### src/rtl/yuv2rgb_pipe_if.sv
// Pixel stream bundle for yuv2rgb_pipe: YUV samples in, RGB samples out,
// each with its line-valid and frame-sync strobes.
interface yuv2rgb_pipe_if #(
  parameter int unsigned BITS = 8
);
  logic            in_href;
  logic            in_vsync;
  logic [BITS-1:0] in_y;
  logic [BITS-1:0] in_u;
  logic [BITS-1:0] in_v;
  logic            out_href;
  logic            out_vsync;
  logic [BITS-1:0] out_r;
  logic [BITS-1:0] out_g;
  logic [BITS-1:0] out_b;

  // Source side: drives YUV, observes RGB.
  modport master (
    output in_href, in_vsync, in_y, in_u, in_v,
    input  out_href, out_vsync, out_r, out_g, out_b
  );

  // Converter side.
  modport slave (
    input  in_href, in_vsync, in_y, in_u, in_v,
    output out_href, out_vsync, out_r, out_g, out_b
  );
endinterface

### src/rtl/yuv2rgb_pipe.sv
// YUV to RGB converter: BT.601/BT.709 limited or BT.601 full, 4:4:4 or
// interleaved 4:2:2 input, frame-synchronous config, fixed 6-cycle latency.
// Rank s0 samples the inputs; s1 pairs chroma, s2 removes offsets,
// s3 multiplies, s4 sums and rounds, s5 shifts, output rank clips.
module yuv2rgb_pipe #(
  parameter int unsigned BITS = 8
) (
  input  logic          pclk,
  input  logic          rst,
  input  logic [1:0]    in_conv_standard,
  input  logic          in_fmt422,
  yuv2rgb_pipe_if.slave bus
);
  localparam int unsigned DW = BITS + 2;
  localparam int unsigned PW = BITS + 12;
  localparam int unsigned SW = BITS + 13;
  localparam logic [BITS-1:0]      COFF = BITS'(1 << (BITS - 1));
  localparam logic [BITS-1:0]      YOFF = BITS'(16 << (BITS - 8));
  localparam logic signed [SW-1:0] VMAX = SW'((1 << BITS) - 1);

  // Active (shadowed) configuration
  logic [1:0]             r_std;
  logic                   r_fmt;
  // Input sample rank
  logic                   r_s0_href, r_s0_vsync, r_s0_phase, r_s0_fmt;
  logic [1:0]             r_s0_std;
  logic [BITS-1:0]        r_s0_y, r_s0_u, r_s0_v;
  logic [BITS-1:0]        r_prev_u;
  logic                   r_phase;
  logic                   w_cur_phase;
  // Alignment rank
  logic [BITS-1:0]        w_cb, w_cr;
  logic [BITS-1:0]        r_s1_y, r_s1_cb, r_s1_cr;
  logic [1:0]             r_s1_std;
  // Offset rank
  logic [BITS-1:0]        w_yoff;
  logic signed [DW-1:0]   r_s2_y, r_s2_u, r_s2_v;
  logic [1:0]             r_s2_std;
  // Multiply rank
  logic signed [11:0]     w_ky, w_rv, w_gu, w_gv, w_bu;
  logic signed [PW-1:0]   r_s3_py, r_s3_prv, r_s3_pgu, r_s3_pgv, r_s3_pbu;
  // Sum and shift ranks
  logic signed [SW-1:0]   r_s4_r, r_s4_g, r_s4_b;
  logic signed [SW-1:0]   r_s5_r, r_s5_g, r_s5_b;
  // Strobe delay lines and outputs
  logic [5:0]             r_href_d, r_vsync_d;
  logic [BITS-1:0]        r_out_r, r_out_g, r_out_b;

  function automatic logic [BITS-1:0] clip(input logic signed [SW-1:0] v);
    if (v < 0)         return '0;
    else if (v > VMAX) return VMAX[BITS-1:0];
    else               return v[BITS-1:0];
  endfunction

  // Phase restarts at 0 on the first pixel of each line.
  assign w_cur_phase = r_s0_href ? r_phase : 1'b0;

  // Input sampling, config shadowing on vsync rise, 4:2:2 phase tracking
  always_ff @(posedge pclk or posedge rst) begin
    if (rst) begin
      r_std      <= 2'd0;
      r_fmt      <= 1'b0;
      r_s0_href  <= 1'b0;
      r_s0_vsync <= 1'b0;
      r_s0_phase <= 1'b0;
      r_s0_fmt   <= 1'b0;
      r_s0_std   <= 2'd0;
      r_s0_y     <= '0;
      r_s0_u     <= '0;
      r_s0_v     <= '0;
      r_prev_u   <= '0;
      r_phase    <= 1'b0;
    end else begin
      if (bus.in_vsync && !r_s0_vsync) begin
        r_std <= (in_conv_standard == 2'd3) ? 2'd0 : in_conv_standard;
        r_fmt <= in_fmt422;
      end
      // The pixel sampled on the vsync-rise edge still carries the old config.
      r_s0_std   <= r_std;
      r_s0_fmt   <= r_fmt;
      r_s0_href  <= bus.in_href;
      r_s0_vsync <= bus.in_vsync;
      r_s0_phase <= w_cur_phase;
      r_s0_y     <= bus.in_y;
      r_s0_u     <= bus.in_u;
      r_s0_v     <= bus.in_v;
      r_prev_u   <= r_s0_u;
      if (bus.in_href) r_phase <= ~w_cur_phase;
    end
  end

  // Chroma pairing: even pixel borrows Cr from the live next sample.
  always_comb begin
    w_cb = r_s0_u;
    w_cr = r_s0_v;
    if (r_s0_fmt) begin
      if (!r_s0_phase) begin
        w_cr = bus.in_href ? bus.in_u : COFF;
      end else begin
        w_cb = r_prev_u;
        w_cr = r_s0_u;
      end
    end
  end

  // Y offset depends on range of the pixel's own standard
  always_comb begin
    w_yoff = (r_s1_std == 2'd2) ? '0 : YOFF;
  end

  // Coefficient table, x256
  always_comb begin
    w_ky = 12'sd298; w_rv = 12'sd409; w_gu = -12'sd100; w_gv = -12'sd208; w_bu = 12'sd516;
    case (r_s2_std)
      2'd1: begin
        w_ky = 12'sd298; w_rv = 12'sd459; w_gu = -12'sd55; w_gv = -12'sd136; w_bu = 12'sd541;
      end
      2'd2: begin
        w_ky = 12'sd256; w_rv = 12'sd359; w_gu = -12'sd88; w_gv = -12'sd183; w_bu = 12'sd454;
      end
      default: ;
    endcase
  end

  // Arithmetic ranks: align, offset, multiply, sum+round, shift
  always_ff @(posedge pclk or posedge rst) begin
    if (rst) begin
      r_s1_y <= '0; r_s1_cb <= '0; r_s1_cr <= '0; r_s1_std <= 2'd0;
      r_s2_y <= '0; r_s2_u <= '0; r_s2_v <= '0; r_s2_std <= 2'd0;
      r_s3_py <= '0; r_s3_prv <= '0; r_s3_pgu <= '0; r_s3_pgv <= '0; r_s3_pbu <= '0;
      r_s4_r <= '0; r_s4_g <= '0; r_s4_b <= '0;
      r_s5_r <= '0; r_s5_g <= '0; r_s5_b <= '0;
    end else begin
      r_s1_y   <= r_s0_y;
      r_s1_cb  <= w_cb;
      r_s1_cr  <= w_cr;
      r_s1_std <= r_s0_std;

      r_s2_y   <= $signed({2'b00, r_s1_y})  - $signed({2'b00, w_yoff});
      r_s2_u   <= $signed({2'b00, r_s1_cb}) - $signed({2'b00, COFF});
      r_s2_v   <= $signed({2'b00, r_s1_cr}) - $signed({2'b00, COFF});
      r_s2_std <= r_s1_std;

      r_s3_py  <= PW'(r_s2_y) * PW'(w_ky);
      r_s3_prv <= PW'(r_s2_v) * PW'(w_rv);
      r_s3_pgu <= PW'(r_s2_u) * PW'(w_gu);
      r_s3_pgv <= PW'(r_s2_v) * PW'(w_gv);
      r_s3_pbu <= PW'(r_s2_u) * PW'(w_bu);

      r_s4_r <= SW'(r_s3_py) + SW'(r_s3_prv) + SW'(128);
      r_s4_g <= SW'(r_s3_py) + SW'(r_s3_pgu) + SW'(r_s3_pgv) + SW'(128);
      r_s4_b <= SW'(r_s3_py) + SW'(r_s3_pbu) + SW'(128);

      r_s5_r <= r_s4_r >>> 8;
      r_s5_g <= r_s4_g >>> 8;
      r_s5_b <= r_s4_b >>> 8;
    end
  end

  // Strobe delay lines and clipped, blanked output rank
  always_ff @(posedge pclk or posedge rst) begin
    if (rst) begin
      r_href_d  <= '0;
      r_vsync_d <= '0;
      r_out_r   <= '0;
      r_out_g   <= '0;
      r_out_b   <= '0;
    end else begin
      r_href_d  <= {r_href_d[4:0], r_s0_href};
      r_vsync_d <= {r_vsync_d[4:0], r_s0_vsync};
      r_out_r   <= r_href_d[4] ? clip(r_s5_r) : '0;
      r_out_g   <= r_href_d[4] ? clip(r_s5_g) : '0;
      r_out_b   <= r_href_d[4] ? clip(r_s5_b) : '0;
    end
  end

  assign bus.out_href  = r_href_d[5];
  assign bus.out_vsync = r_vsync_d[5];
  assign bus.out_r     = r_out_r;
  assign bus.out_g     = r_out_g;
  assign bus.out_b     = r_out_b;
endmodule
### src/flat_wrapper.sv
// flat-port wrapper written by rule: the top's interface ports become plain ports
module yuv2rgb_pipe_flat 
#(
  parameter int unsigned BITS = 8
)
  (pclk, rst, in_conv_standard, in_fmt422, bus_in_href, bus_in_vsync, bus_in_y, bus_in_u, bus_in_v, bus_out_href, bus_out_vsync, bus_out_r, bus_out_g, bus_out_b);
  yuv2rgb_pipe_if #(.BITS(BITS)) bus_i ();
  input  logic pclk;
  input  logic rst;
  input  logic [1:0] in_conv_standard;
  input  logic in_fmt422;
  input wire logic [$bits(bus_i.in_href)-1:0] bus_in_href;
  input wire logic [$bits(bus_i.in_vsync)-1:0] bus_in_vsync;
  input wire logic [$bits(bus_i.in_y)-1:0] bus_in_y;
  input wire logic [$bits(bus_i.in_u)-1:0] bus_in_u;
  input wire logic [$bits(bus_i.in_v)-1:0] bus_in_v;
  output wire logic [$bits(bus_i.out_href)-1:0] bus_out_href;
  output wire logic [$bits(bus_i.out_vsync)-1:0] bus_out_vsync;
  output wire logic [$bits(bus_i.out_r)-1:0] bus_out_r;
  output wire logic [$bits(bus_i.out_g)-1:0] bus_out_g;
  output wire logic [$bits(bus_i.out_b)-1:0] bus_out_b;
  assign bus_i.in_href = bus_in_href;
  assign bus_i.in_vsync = bus_in_vsync;
  assign bus_i.in_y = bus_in_y;
  assign bus_i.in_u = bus_in_u;
  assign bus_i.in_v = bus_in_v;
  assign bus_out_href = bus_i.out_href;
  assign bus_out_vsync = bus_i.out_vsync;
  assign bus_out_r = bus_i.out_r;
  assign bus_out_g = bus_i.out_g;
  assign bus_out_b = bus_i.out_b;
  yuv2rgb_pipe #(.BITS(BITS)) u_core (.pclk(pclk), .rst(rst), .in_conv_standard(in_conv_standard), .in_fmt422(in_fmt422), .bus(bus_i));
endmodule
### config.mk
export PLATFORM = sky130hd
export DESIGN_NAME = yuv2rgb_pipe_flat
export DESIGN_NICKNAME = d
export VERILOG_FILES = /design/src/rtl/yuv2rgb_pipe_if.sv /design/src/rtl/yuv2rgb_pipe.sv /design/src/flat_wrapper.sv
export SDC_FILE = /design/constraint.sdc
export NUM_CORES = 1
export LEC_CHECK = 0
export CORE_MARGIN = 2
export CORE_UTILIZATION = 62
export CTS_CLUSTER_SIZE = 30
export DETAILED_ROUTE_END_ITERATION = 7
export DONT_BUFFER_PORTS = 1
export PLACE_DENSITY_LB_ADDON = 0.2
export SYNTH_ARGS = -nofsm -noshare
export SYNTH_HDL_FRONTEND = slang
export SYNTH_SLANG_ARGS = --single-unit
### constraint.sdc
create_clock -name pclk -period 10.05 [get_ports pclk]
set_input_delay 0.5025 -clock pclk [delete_from_list [all_inputs] [get_ports pclk]]
set_output_delay 0.5025 -clock pclk [all_outputs]
set_load 0.03 [all_outputs]
# Yosys cells after proc, flatten, opt, wreduce, memory -nomap -nowiden
# Index checks and enable logic that the tools add are counted.
dict set report totals {
  output_inout_bits 26
  input_bits 31
  wordCells 86
  ff_bits 330
}
dict set report op_classes {
  add_sub_neg 10
  n_mux 22
  order_cmp 6
  n_bitwise 1
  multipliers 5
  n_reduce_logical 2
  eq_ne 4
}
# operator n
set ops {}
lappend ops {{8-bit 2-to-1 mux} 14}
lappend ops {{21-bit by 9-bit adder with 21-bit output (second input constant)} 3}
lappend ops {{20-bit by 20-bit adder with 21-bit output} 2}
lappend ops {{13-bit by 9-bit > comparator with 1-bit output (second input constant)} 3}
lappend ops {{13-bit by 1-bit less-than comparator with 1-bit output (second input constant)} 3}
lappend ops {{9-bit by 10-bit multiplier with 19-bit output} 2}
lappend ops {{7-bit one-hot mux with 2 select lines} 2}
lappend ops {{20-bit by 17-bit adder with 21-bit output} 1}
lappend ops {{21-bit by 18-bit adder with 21-bit output} 1}
lappend ops {{9-bit by 11-bit multiplier with 20-bit output} 1}
lappend ops {{10-bit one-hot mux with 2 select lines} 1}
lappend ops {{9-bit by 9-bit multiplier with 18-bit output} 1}
lappend ops {{8-bit by 8-bit subtractor with 9-bit output (second input constant)} 2}
lappend ops {{9-bit by 8-bit multiplier with 17-bit output} 1}
lappend ops {{8-bit one-hot mux with 2 select lines} 1}
lappend ops {{8-bit by 5-bit subtractor with 9-bit output} 1}
lappend ops {{2-bit equality test (second input constant)} 3}
lappend ops {{6-bit 2-to-1 mux} 1}
lappend ops {{5-bit 2-to-1 mux} 1}
lappend ops {{2-bit by 1-bit equality test with 1-bit output (second input constant)} 1}
lappend ops {{2-bit 2-to-1 mux} 1}
lappend ops {{1-bit logical AND} 1}
lappend ops {{1-bit zero test} 1}
lappend ops {{1-bit 2-to-1 mux} 1}
lappend ops {{1-bit inverter} 1}

# Longest topological paths before layout
# Gate-level depths: netlist (run 1).
dict set report logic_depth {
  depth_word 4
  mapped_depth 24
  ltp_nobuf 23
}

# Worst setup path before layout (run 1)
# Ideal clock, no wire load.
dict set report synth_timing {
  kind {register to register}
  startpoint {reg u_core.r_s2_std[0]}
  endpoint {reg u_core.r_s3_prv[18]}
  period_less_slack_ns 5.563
  required_time_ns 9.918
  setup_ns 0.132
  arrival_time_ns 5.432
  stages_incl_launch_ff 23
  path_slack_ns 4.487
  n_path_buf 2
  path_cell_list {dfrtp_1 inv_1 ha_1 clkbuf_1 clkbuf_1 nor2_1 inv_1 fa_1 inv_1 fa_1 inv_1 fa_1 inv_1 fa_1 ha_1 ha_1 a21o_1 a21oi_1 o21ai_0 a2111oi_1 a21oi_1 nor4_1 nor4bb_1}
}
dict set report synth_between {
  elab_chain_len 3
  elab_cells_between_ends 4
  classes_between {mul (1); eq/ne (2); mux (1)}
}
# element line
set synth_rtl {}
lappend synth_rtl {{start, declared} yuv2rgb_pipe.sv:38} ;# logic [1:0] r_s2_std;
lappend synth_rtl {{start signal, assigned} yuv2rgb_pipe.sv:142} ;# r_s2_std <= r_s1_std;
lappend synth_rtl {{2-bit equality test or 2-bit by 1-bit equality test with 1-bit output (tied branches)} yuv2rgb_pipe.sv:114} ;# case (r_s2_std)
lappend synth_rtl {{8-bit one-hot mux with 2 select lines *} yuv2rgb_pipe.sv:114}
lappend synth_rtl {{9-bit by 10-bit multiplier with 19-bit output *} yuv2rgb_pipe.sv:145} ;# r_s3_prv <= PW'(r_s2_v) * PW'(w_rv);
lappend synth_rtl {{end signal, assigned} yuv2rgb_pipe.sv:145}
lappend synth_rtl {{end, declared} yuv2rgb_pipe.sv:41} ;# logic signed [PW-1:0] r_s3_py, r_s3_prv, r_s3_pgu, r_s3_pgv, r_s3_pbu;
# Mark *: on every way between the ends. The rest lies on a longest branch, timed or not.
# A chain may end at the register's enable or synchronous reset.

# Final worst setup path (run 1)
# Same ends and word-level chain as after synthesis.

==> results of run 1 <==
==> metal layers <==
| metal | wire length [um] | GRT usage, % | vias to the layer above |
|---|---|---|---|
| li1 | - | - | 5996 |
| met1 | 18600 | 34.2 | 6081 |
| met2 | 18900 | 40.5 | 227 |
| met3 | 1430 | 2.79 | 52 |
| met4 | 833 | 4.96 | 0 |
| met5 | 0 | 0 | - |
==> placed cells by master, fill, tap and decap left out, types with 3 or more instances in the layout <==
master	count
nor2_1	126
clkbuf_1	5
inv_1	325
mux2_2	9
xnor2_1	80
fa_1	199
or4_1	3
a22oi_1	7
clkinv_2	5
ha_1	364
o21ai_0	25
nand4_1	4
and3_1	6
mux2i_1	3
nor2b_1	22
inv_6	3
o31ai_1	6
buf_4	3
o211ai_1	4
clkbuf_16	31
clkinvlp_4	4
or2_2	5
o21a_1	19
a21o_1	27
dlygate4sd3_1	26
clkbuf_8	6
nand3_1	8
or3_1	5
xor2_1	27
a21oi_1	63
a211oi_1	9
dfrtp_1	299
nand2_1	49
and2_1	25
nor3_1	16
a31oi_1	4
nand2b_1	28
o21bai_1	9
==> Yosys cell counts, drive strengths merged (7+ instances only) <==
library cell	instances	share of area (%)
xor2	27	1.1
fa	199	19
xnor2	80	3.3
and2	25	0.74
nor2	126	2.2
nor2b	22	0.65
a21oi	63	1.5
dfrtp	299	35
ha	364	22
o21bai	9	0.32
nand2	49	0.87
a211oi	9	0.32
o21ai	25	0.59
mux2	9	0.48
nand3	8	0.19
a21o	27	0.96
nand2b	28	0.83
o21a	19	0.67
clkbuf	19	0.34
a22oi	7	0.25
nor3	16	0.38
inv	326	5.8
==> flip-flops by register name, summed over array words and instances (netlist names), 9 cells and up <==
signal,count
u_core.r_s5_r,13
u_core.r_s3_pbu,19
u_core.r_s4_r,13
u_core.r_s3_py,18
u_core.r_s4_b,13
u_core.r_s5_b,13
u_core.r_s3_pgu,17
u_core.r_s5_g,13
u_core.r_s2_y,9
u_core.r_s3_pgv,18
u_core.r_s3_prv,18
u_core.r_s4_g,13
==> critical path, cell delays in order, from the launching register on <==
cell and delay (ns):
dfrtp_1 0.37, inv_1 0.07, ha_1 0.90, nor2_1 0.31, xnor2_1 0.21, ha_1 0.19, a21o_1 0.17, fa_1 0.53
inv_1 0.05, fa_1 0.47, inv_1 0.05, fa_1 0.47, ha_1 0.31, ha_1 0.34, a21o_1 0.20, a21oi_1 0.23
o21ai_0 0.16, a2111oi_1 0.66, a21oi_1 0.25, nor4_1 0.34, nor4bb_1 0.11
==> cells by family after synthesis <==
family                   Yosys count  synth area share [%]
AO/OA/AOI/OAI                    195                  6.06
XOR/XNOR                         107                  4.43
adder cells (fa/ha/maj)          563                  40.3
buffers and inverters            348                  6.17
flip-flops                       299                  35.3
multiplexers                      12                 0.621
other                              1                0.0177
AND/OR/NAND/NOR                  308                  7.02
==> final timing paths <==
kind | endpoint | slack (ns) | depth (start not counted)
setup / recovery | u_core.r_s3_prv[18] | 3.51 | 20
hold / removal | u_core.r_s3_py[17] | 0.01 | 1
setup reg to reg | u_core.r_s3_prv[18] | 3.51 | 20
hold reg to reg | u_core.r_s2_y[3] | 0.34 | 0
max in group asynchronous | u_core.r_s0_v[2] | 8.60 | 2
min in group pclk | u_core.r_std[0] | 0.06 | 2
==> timing repair <==
item | CTS | global route
hold buffers | 26 | 0
resized for setup | 0 | 0
hold endpoints to repair | 27 | 0
==> metrics by stage <==
step | util [%] | hold WS [ns] | cell area [sq um] | setup WS (ns)
finish | 68.4 | 0.00978 | 23000 | 3.51
global route | 68.4 | 0.0460 | 23000 | 3.13
CTS | 68.4 | 0.0336 | 23000 | 3.54
detailed placement | 64.5 | 0.335 | 21700 | 3.55
global placement | 64.5 | 0.331 | 21700 | 3.83
floorplan | - | 0.331 | 21200 | 1.29
==> final cells by class <==
class / count / area share (%)
multi-input combinational: 1187 / 53.9
sequential: 299 / 32.6
inverter: 326 / 5.36
clock buffer: 42 / 3.82
tap: 448 / 2.44
timing repair buffer: 29 / 1.23
clock inverter: 15 / 0.702
==> results_dict.tcl, run 1 <==
set metrics [dict create \
    status "finished clean" \
    drc 0 \
    syn_avg_cell_area_sq_um 11.5 \
    antenna_cells 0 \
    clockBufferDepth 3 \
    cap_violations 0 \
    hold_violations 0 \
    stdcell_count 2346 \
    worstSetupStartpointType "flip-flop" \
    firstDrtPassIters 5 \
    ant_nets 0 \
    setup_viol_count_final 0 \
    multi_input_area_sq_mm 0.0124 \
    htree_levels 1 \
    rows 67 \
    area_growth_syn_to_layout_pct 8.55 \
    max_slew.worst_pin.slew_ns 1.04 \
    tritoncts "yes" \
    fill_cells 2473 \
    dp_cells 2263 \
    drt-wirelength-per-cell_um 17.0 \
    endpoint_kind "flip-flop" \
    synth_edf_count 0 \
    timing.final.crit_share_pct 65.1 \
    regArea_sq_mm 0.00748 \
    antenna_found_initial 3 \
    cp_max_fo 28 \
    drt-initial-drc-count 548 \
    cts_sinks 299 \
    r2r_start "u_core.r_s2_std[0]" \
    track_usage_pct 24.1 \
    synth.distinct_cells 60 \
    finalSetupTns_ns 0 \
    slew_violations 0 \
    synthArstFlopShare_pct 100 \
    dieWidth_um 189 \
    grt_pass1_wl_um 67400 \
    cp_data_required_time_ns 10.50 \
    clock_latency_ns 0.58 \
    grt_max_degree 163 \
    synth_ff_type "dfrtp_1" \
    vias 12356 \
    worstSetupStartpoint "u_core.r_s2_std[0]" \
    grt_pass1_vias 13208 \
    slew_headroom_pct 30.4 \
    cts_setup_buffers 0 \
    boundaryPins 57 \
    ys_ff_latch 299 \
    ctsRootBufferMaster "clkbuf_16" \
    dp_hpwl_um 32800 \
    seq_area_frac_synth_pct 35.3 \
    die_y_um 189 \
    viasPerCell 5.27 \
    syn_inst 1833 \
    fin_nets 2468 \
    dieArea_sq_mm 0.0356 \
    synth.cell_area_sq_mm 0.0212 \
    skew_ns 0.00857 \
    critPathKind "reg -> reg" \
    worstHoldPathType "in -> async" \
    rsz0062_at_grt "no" \
    max_freq_mhz 153 \
    numCtsBuffers 31 \
    drive_gt1_share_pct 4.00 \
    cts.clk_slew.worst_paths_ns 0.06 \
    yosys_warnings 0 \
    gp_congestion 0.894 \
    layout_min_cycle_time_ns 6.54 \
    arrival_ns 6.99 \
    core_area_sq_mm 0.0336 \
    finalWirelength_um 39900 \
    io_buffers 0 \
    grt_overflow 0 \
    start_util_pct 63.0 \
]
Power of run 1 is left out: the tool's default activity adds up to more than one toggle a clock period on the data nets, which glitch-free logic cannot reach.
==> run 2: changes to the inputs <==
ABC_AREA = 1   (was unset)
clock period = 6.26 ns   (was 10.05 ns; I/O delays follow)
==> run 2 against run 1 <==
Sequential cell count unchanged. Via count increased by 24%. Non-clock buffer count rose by 7. Worst setup slack got worse by 2.9 ns. Critical path type unchanged. Critical endpoint is now u_core.r_s3_py[16]. Largest cell class unchanged.
==> results_dict.tcl, run 2 <==
set metrics [dict create \
    final_common_cell "inv_1" \
    antenna_found_initial 1 \
    largest_reg_flops 19 \
    dp_hpwl_um 40900 \
    firstDrtPassIters 5 \
    synth_xor_area_share_pct 3.84 \
    r2r_start "u_core.r_s2_std[0]" \
    endpoint_kind "flip-flop" \
    area_growth_syn_to_layout_pct 8.62 \
    hold_violations 0 \
    clockBufferDepth 3 \
    ant_nets 0 \
    setup_viol_count_final 0 \
    boundaryPins 57 \
    dieArea_sq_mm 0.0383 \
    fin_nets 2983 \
    wl_met3_um 2910 \
    synth_ff_type "dfrtp_1" \
    numCtsBuffers 30 \
    yosysMostFrequentCell "inv_1" \
    synth_top_family_by_area "adder cells" \
    drc 0 \
    antenna_cells 0 \
    synth_compound_area_share_pct 5.33 \
    synth.area.mux_share_pct 0 \
    yosys-top-cells-area "dfrtp_1 33%, ha_1 20%, fa_1 17%" \
    dieWidth_um 196 \
    grt_max_degree 170 \
    worstSetupStartpointType "flip-flop" \
    ctsRootBufferMaster "clkbuf_16" \
    r2r_cells 22 \
    fill_cells 2831 \
    worstHoldPathType "in -> reg" \
    max_slew.worst_pin.slew_ns 0.904 \
    grt_pass1_vias 16031 \
    syn_avg_cell_area_sq_um 9.75 \
    syn_inst 2336 \
    slew_headroom_pct 39.7 \
    drt-initial-drc-count 763 \
    gp_congestion 0.973 \
    grt_overflow 0 \
    regMostFlops "u_core.r_s3_pbu" \
    skew_ns 0.0374 \
    cts.clk_slew.worst_paths_ns 0.06 \
    synth-simple-area-share_pct 12.5 \
    start_util_pct 62.5 \
    synth.cell_area_sq_mm 0.0228 \
    yosys_warnings 0 \
    max_freq_mhz 176 \
    yosysTopAreaCell "dfrtp_1" \
    rsz0062_at_grt "no" \
    drt-wirelength-per-cell_um 17.1 \
    r2r_slack_ns 0.58 \
    synthArstFlopShare_pct 100 \
    synth.distinct_cells 44 \
    final_cell_mix "452 x inv_1, 389 x nand2_1, 364 x ha_1" \
    cap_violations 0 \
    m1WireLength_um 21700 \
    tritoncts "yes" \
    ys_ff_latch 299 \
    met2WireLength_um 22900 \
    timing.final.crit_share_pct 90.7 \
    hold_depth 2 \
    seq_area_frac_synth_pct 32.9 \
    vias 15279 \
    slew_violations 0 \
    arrival_ns 6.13 \
    io_buffers 0 \
    layout_min_cycle_time_ns 5.68 \
    drive_gt1_share_pct 4.02 \
    critPathKind "reg -> reg" \
    htree_levels 1 \
    top_layer_used "met4" \
    r2r-end "u_core.r_s3_py[16]" \
    status "finished clean" \
    synth_edf_count 0 \
    cp_max_fo 20 \
    core_area_sq_mm 0.0364 \
    finalSetupTns_ns 0 \
    viasPerCell 5.30 \
    synth_fa_ha_area_share_pct 37.5 \
    holdPathEnd "u_core.r_s1_cr[2]" \
    rows 70 \
    track_usage_pct 27.5 \
    grt_pass1_wl_um 81800 \
    synth_commonest_cells "453 x inv_1, 389 x nand2_1, 364 x ha_1" \
    synth_top_cell_area_share_pct 32.9 \
    cts_sinks 299 \
    finalWirelength_um 49200 \
    clock_latency_ns 0.59 \
    die_y_um 196 \
    cp_data_required_time_ns 6.71 \
    min_from "bus_in_u[2]" \
]
## run 2: changes by cell type after synthesis, moves of 25 or more
cell and change:
nand2_1 +340, inv_1 +127, nand3_1 +75, xnor2_1 -47, xor2_1 +38, a21oi_1 +35, o21ai_1 +30, nand2b_1 -28
nor2_1 +25
## run 2: cells by family (layout without fill, tap and decap cells)
kind of cell,count (synthesis),after routing
adders and majority gates,563,563
other,1,2
and+or+nand+nor,682,682
buffers and inverters,478,554
xor gates and xnor gates,99,99
AOI/OAI and AO/OA,214,214
DFF,299,299
## run 2: cell type report
cell class                 instances  area [sq um]  share of cell area [%]
multi-input combinational       1560         13500                    54.5
sequential                       299          7480                    30.2
inverter                         462          1740                    7.03
clock buffer                      39           845                    3.41
tap                              468           586                    2.37
timing repair buffer              36           360                    1.46
clock inverter                    17           235                   0.951
## run 2: stage by stage
| step | cell area [sq um] | std cells | hold slack [ns] | setup slack [ns] | util (%) |
|---|---|---|---|---|---|
| 2_1_floorplan | 22800 | 2337 | 0.331 | 1.38 | - |
| 3_3_place_gp | 23300 | 2794 | 0.271 | 0.797 | 64.1 |
| 3_5_place_dp | 23300 | 2794 | 0.286 | 0.741 | 64.1 |
| 4_1_cts | 24700 | 2881 | 0.0230 | 0.748 | 67.9 |
| 5_1_grt | 24700 | 2881 | 0.0296 | 0.359 | 67.9 |
| 6_report | 24700 | 2881 | 0.0355 | 0.583 | 67.9 |
## run 2: worst max-delay path by stage
| stage | start | end | slack (ns) | depth (start not counted) |
|---|---|---|---|---|
| after global routing | u_core.r_s2_std[0] | u_core.r_s3_py[16] | 0.36 | 22 |
| after global placement | u_core.r_s2_std[0] | u_core.r_s3_py[16] | 0.80 | 22 |
| after CTS | u_core.r_s2_std[0] | u_core.r_s3_py[16] | 0.75 | 22 |
| final | u_core.r_s2_std[0] | u_core.r_s3_py[16] | 0.58 | 22 |
| after floorplan | u_core.r_s2_std[0] | u_core.r_s3_prv[17] | 1.38 | 18 |
| after detailed placement | u_core.r_s2_std[0] | u_core.r_s3_pbu[15] | 0.74 | 19 |
## run 2: timing repair
action | 4_1_cts | 5_1_grt
endpoints found under the hold margin | 54 | 0
gates resized for setup | 0 | 0
setup buffers | 0 | 0
hold buffers | 31 | 0
## run 2: worst max-delay path, stage by stage, from the launching register on
cell and delay, ns:
dfrtp_1 0.40, inv_1 0.09, ha_1 0.74, inv_1 0.42
nand2_1 0.21, inv_1 0.08, ha_1 0.37, ha_1 0.31
inv_1 0.05, fa_1 0.51, inv_1 0.06, fa_1 0.52
inv_1 0.05, fa_1 0.50, inv_1 0.07, ha_1 0.27
nand3_1 0.07, nand2_1 0.15, nand4_1 0.10, nand2_1 0.13
nand2_1 0.07, nand2_1 0.07, xor2_1 0.32
## run 2: layer usage
metal	GRT usage (%)	vias up
met3	5.26	80
met1	37.1	7364
met4	8.42	0
met5	0	-
li1	-	7457
met2	45.6	378
Power of run 2 is left out for the same reason.
==> run 3: changes to the inputs <==
clock period = 5.4 ns   (was 6.26 ns; I/O delays follow)
==> run 3 against run 2 <==
Cell area is 0.38% higher. Largest cell class unchanged. Sequential share of layout area shrank 0.11 points. Sequential cell count did not move. Utilization up 0.26 points. Register-to-register slack worse by 0.27 ns. Count of clock-buffer cells in the layout up 1. First-iteration DRC count rose by 1.8%. Critical path depth fell by 2. Clock skew decreased by 0.0063 ns. Fmax increased by 12%. Critical path type unchanged. Non-clock buffer count grew 15. Hold slack lost 0.025 ns.
==> results_dict.tcl, run 3 (same netlist as run 2, synthesis figures left out) <==
set metrics [dict create \
    drt-wirelength-per-cell_um 17.0 \
    htree_levels 1 \
    r2r_slack_ns 0.31 \
    status "finished clean" \
    cp.depth 20 \
    ctsRootBufferMaster "clkbuf_16" \
    die_y_um 196 \
    r2r-end "u_core.r_s3_pbu[15]" \
    setup_viol_count_final 0 \
    track_usage_pct 27.4 \
    tritoncts "yes" \
    clock_latency_ns 0.58 \
    antenna_found_initial 1 \
    grt_overflow 0 \
    skew_ns 0.0311 \
    cp_data_required_time_ns 5.86 \
    dp_hpwl_um 41200 \
    final_cell_mix "452 x inv_1, 389 x nand2_1, 362 x ha_1" \
    clockBufferDepth 3 \
    cts.clk_slew.worst_paths_ns 0.06 \
    stdcell_count 2895 \
    io_buffers 0 \
    max_slew.worst_pin.slew_ns 0.893 \
    start_util_pct 62.5 \
    slew_violations 0 \
    cts_sinks 299 \
    dieArea_sq_mm 0.0383 \
    drive_gt1_share_pct 4.45 \
    antenna_cells 0 \
    final_common_cell "inv_1" \
    core_area_sq_mm 0.0364 \
    finalWirelength_um 49200 \
    critPathKind "reg -> reg" \
    vias 15268 \
    endpoint_kind "flip-flop" \
    layout_min_cycle_time_ns 5.09 \
    drc 0 \
    cp_max_fo 6 \
    r2r_start "u_core.r_s2_std[1]" \
    drt-initial-drc-count 777 \
    crit_family "adder cells" \
    regMostFlops "u_core.r_s3_pbu" \
    grt_max_degree 108 \
    grt_pass1_wl_um 81800 \
    boundaryPins 57 \
    worstPathBufferInverterCount 5 \
    worstSetupStartpointType "flip-flop" \
    holdPathEnd "u_core.r_s1_cr[6]" \
    r2r_cells 20 \
    min_from "bus_in_u[6]" \
    arrival_ns 5.55 \
    max_freq_mhz 196 \
    gp_congestion 0.930 \
    hold_depth 2 \
    rows 70 \
    critPathMaxStageDelay_ns 0.58 \
    firstDrtPassIters 6 \
    dp_cells 2809 \
    dieWidth_um 196 \
    largest_reg_flops 19 \
    slowest_stage "fa_1" \
    slew_headroom_pct 40.4 \
    cts_setup_buffers 0 \
    grt_pass1_vias 15991 \
    fin_nets 2998 \
    area_growth_syn_to_layout_pct 9.03 \
    timing.final.crit_share_pct 94.3 \
    crit_chain "inv_1 -> ha_1 -> buf_4 -> nand2_1 -> inv_1 -> fa_1 -> inv_1 -> fa_1 -> inv_1 -> fa_1 -> fa_1 -> fa_1 -> ha_1 -> a21oi_1 -> nand2_1 -> nand2_1 -> nand2_1 -> nand4_1 -> nand2_1 -> xor2_1" \
    hold_violations 0 \
    cap_violations 0 \
    ant_nets 0 \
    rsz0062_at_grt "yes" \
    fill_cells 2843 \
    worstHoldPathType "in -> reg" \
    viasPerCell 5.27 \
    numCtsBuffers 30 \
]
run 3: cell count changes in the layout (fill, tap and decap cells not counted), moves of 2 or more:
cell / before / now
clkinv_2: 6 / 2
buf_4: 4 / 19
ha_1: 364 / 362
clkbuf_8: 6 / 2
ha_2: 0 / 2
clkbuf_1: 3 / 8
inv_6: 4 / 2
clkinvlp_4: 1 / 4
run 3: worst max-delay path by stage:
stage / end / slack [ns] / startpoint
6_report: u_core.r_s3_pbu[15] / 0.31 / u_core.r_s2_std[1]
5_1_grt: u_core.r_s3_pgv[16] / -0.04 / u_core.r_s2_std[0]
4_1_cts: u_core.r_s3_pbu[15] / 0.11 / u_core.r_s2_std[0]
3_5_place_dp: u_core.r_s3_pbu[15] / 0.09 / u_core.r_s2_std[0]
3_3_place_gp: u_core.r_s3_pbu[19] / 0.18 / u_core.r_s2_std[0]
2_1_floorplan: u_core.r_s3_prv[17] / 0.52 / u_core.r_s2_std[0]
run 3: through the flow:
step | utilization [%] | area, sq um | setup slack [ns] | TNS [ns] | hold WS [ns]
5_1_grt | 68.2 | 24800 | -0.0373 | -0.0373 | 0.0162
3_5_place_dp | 64.4 | 23500 | 0.0893 | 0 | 0.235
4_1_cts | 68.1 | 24800 | 0.111 | 0 | 0.0118
3_3_place_gp | 64.4 | 23500 | 0.181 | 0 | 0.233
2_1_floorplan | - | 22800 | 0.521 | 0 | 0.301
6_report | 68.2 | 24800 | 0.309 | 0 | 0.0109
run 3: what timing repair did:
item | in CTS | in global routing
hold endpoints to repair | 59 | 0
hold buffers | 31 | 0
setup endpoints to repair | 0 | 24
resized for setup | 0 | 2
run 3: per-layer routing:
| layer | wire length, um | GRT usage [%] | vias up |
|---|---|---|---|
| met3 | 2220 | 3.66 | 77 |
| met4 | 1880 | 9.23 | 0 |
| li1 | - | - | 7485 |
| met2 | 22800 | 45.4 | 345 |
| met5 | 0 | 0 | - |
| met1 | 22400 | 37.8 | 7361 |
run 3: final cells by class:
cell class / count / area (sq um) / area share, %
multi-input cells: 1560 / 13500 / 54.4
well taps: 468 / 586 / 2.36
clock inverters: 15 / 248 / 0.998
repair buffers: 51 / 473 / 1.90
inverters: 462 / 1740 / 7.00
clock buffers: 40 / 808 / 3.26
flip-flops and latches: 299 / 7480 / 30.1
Power of run 3 is left out for the same reason.
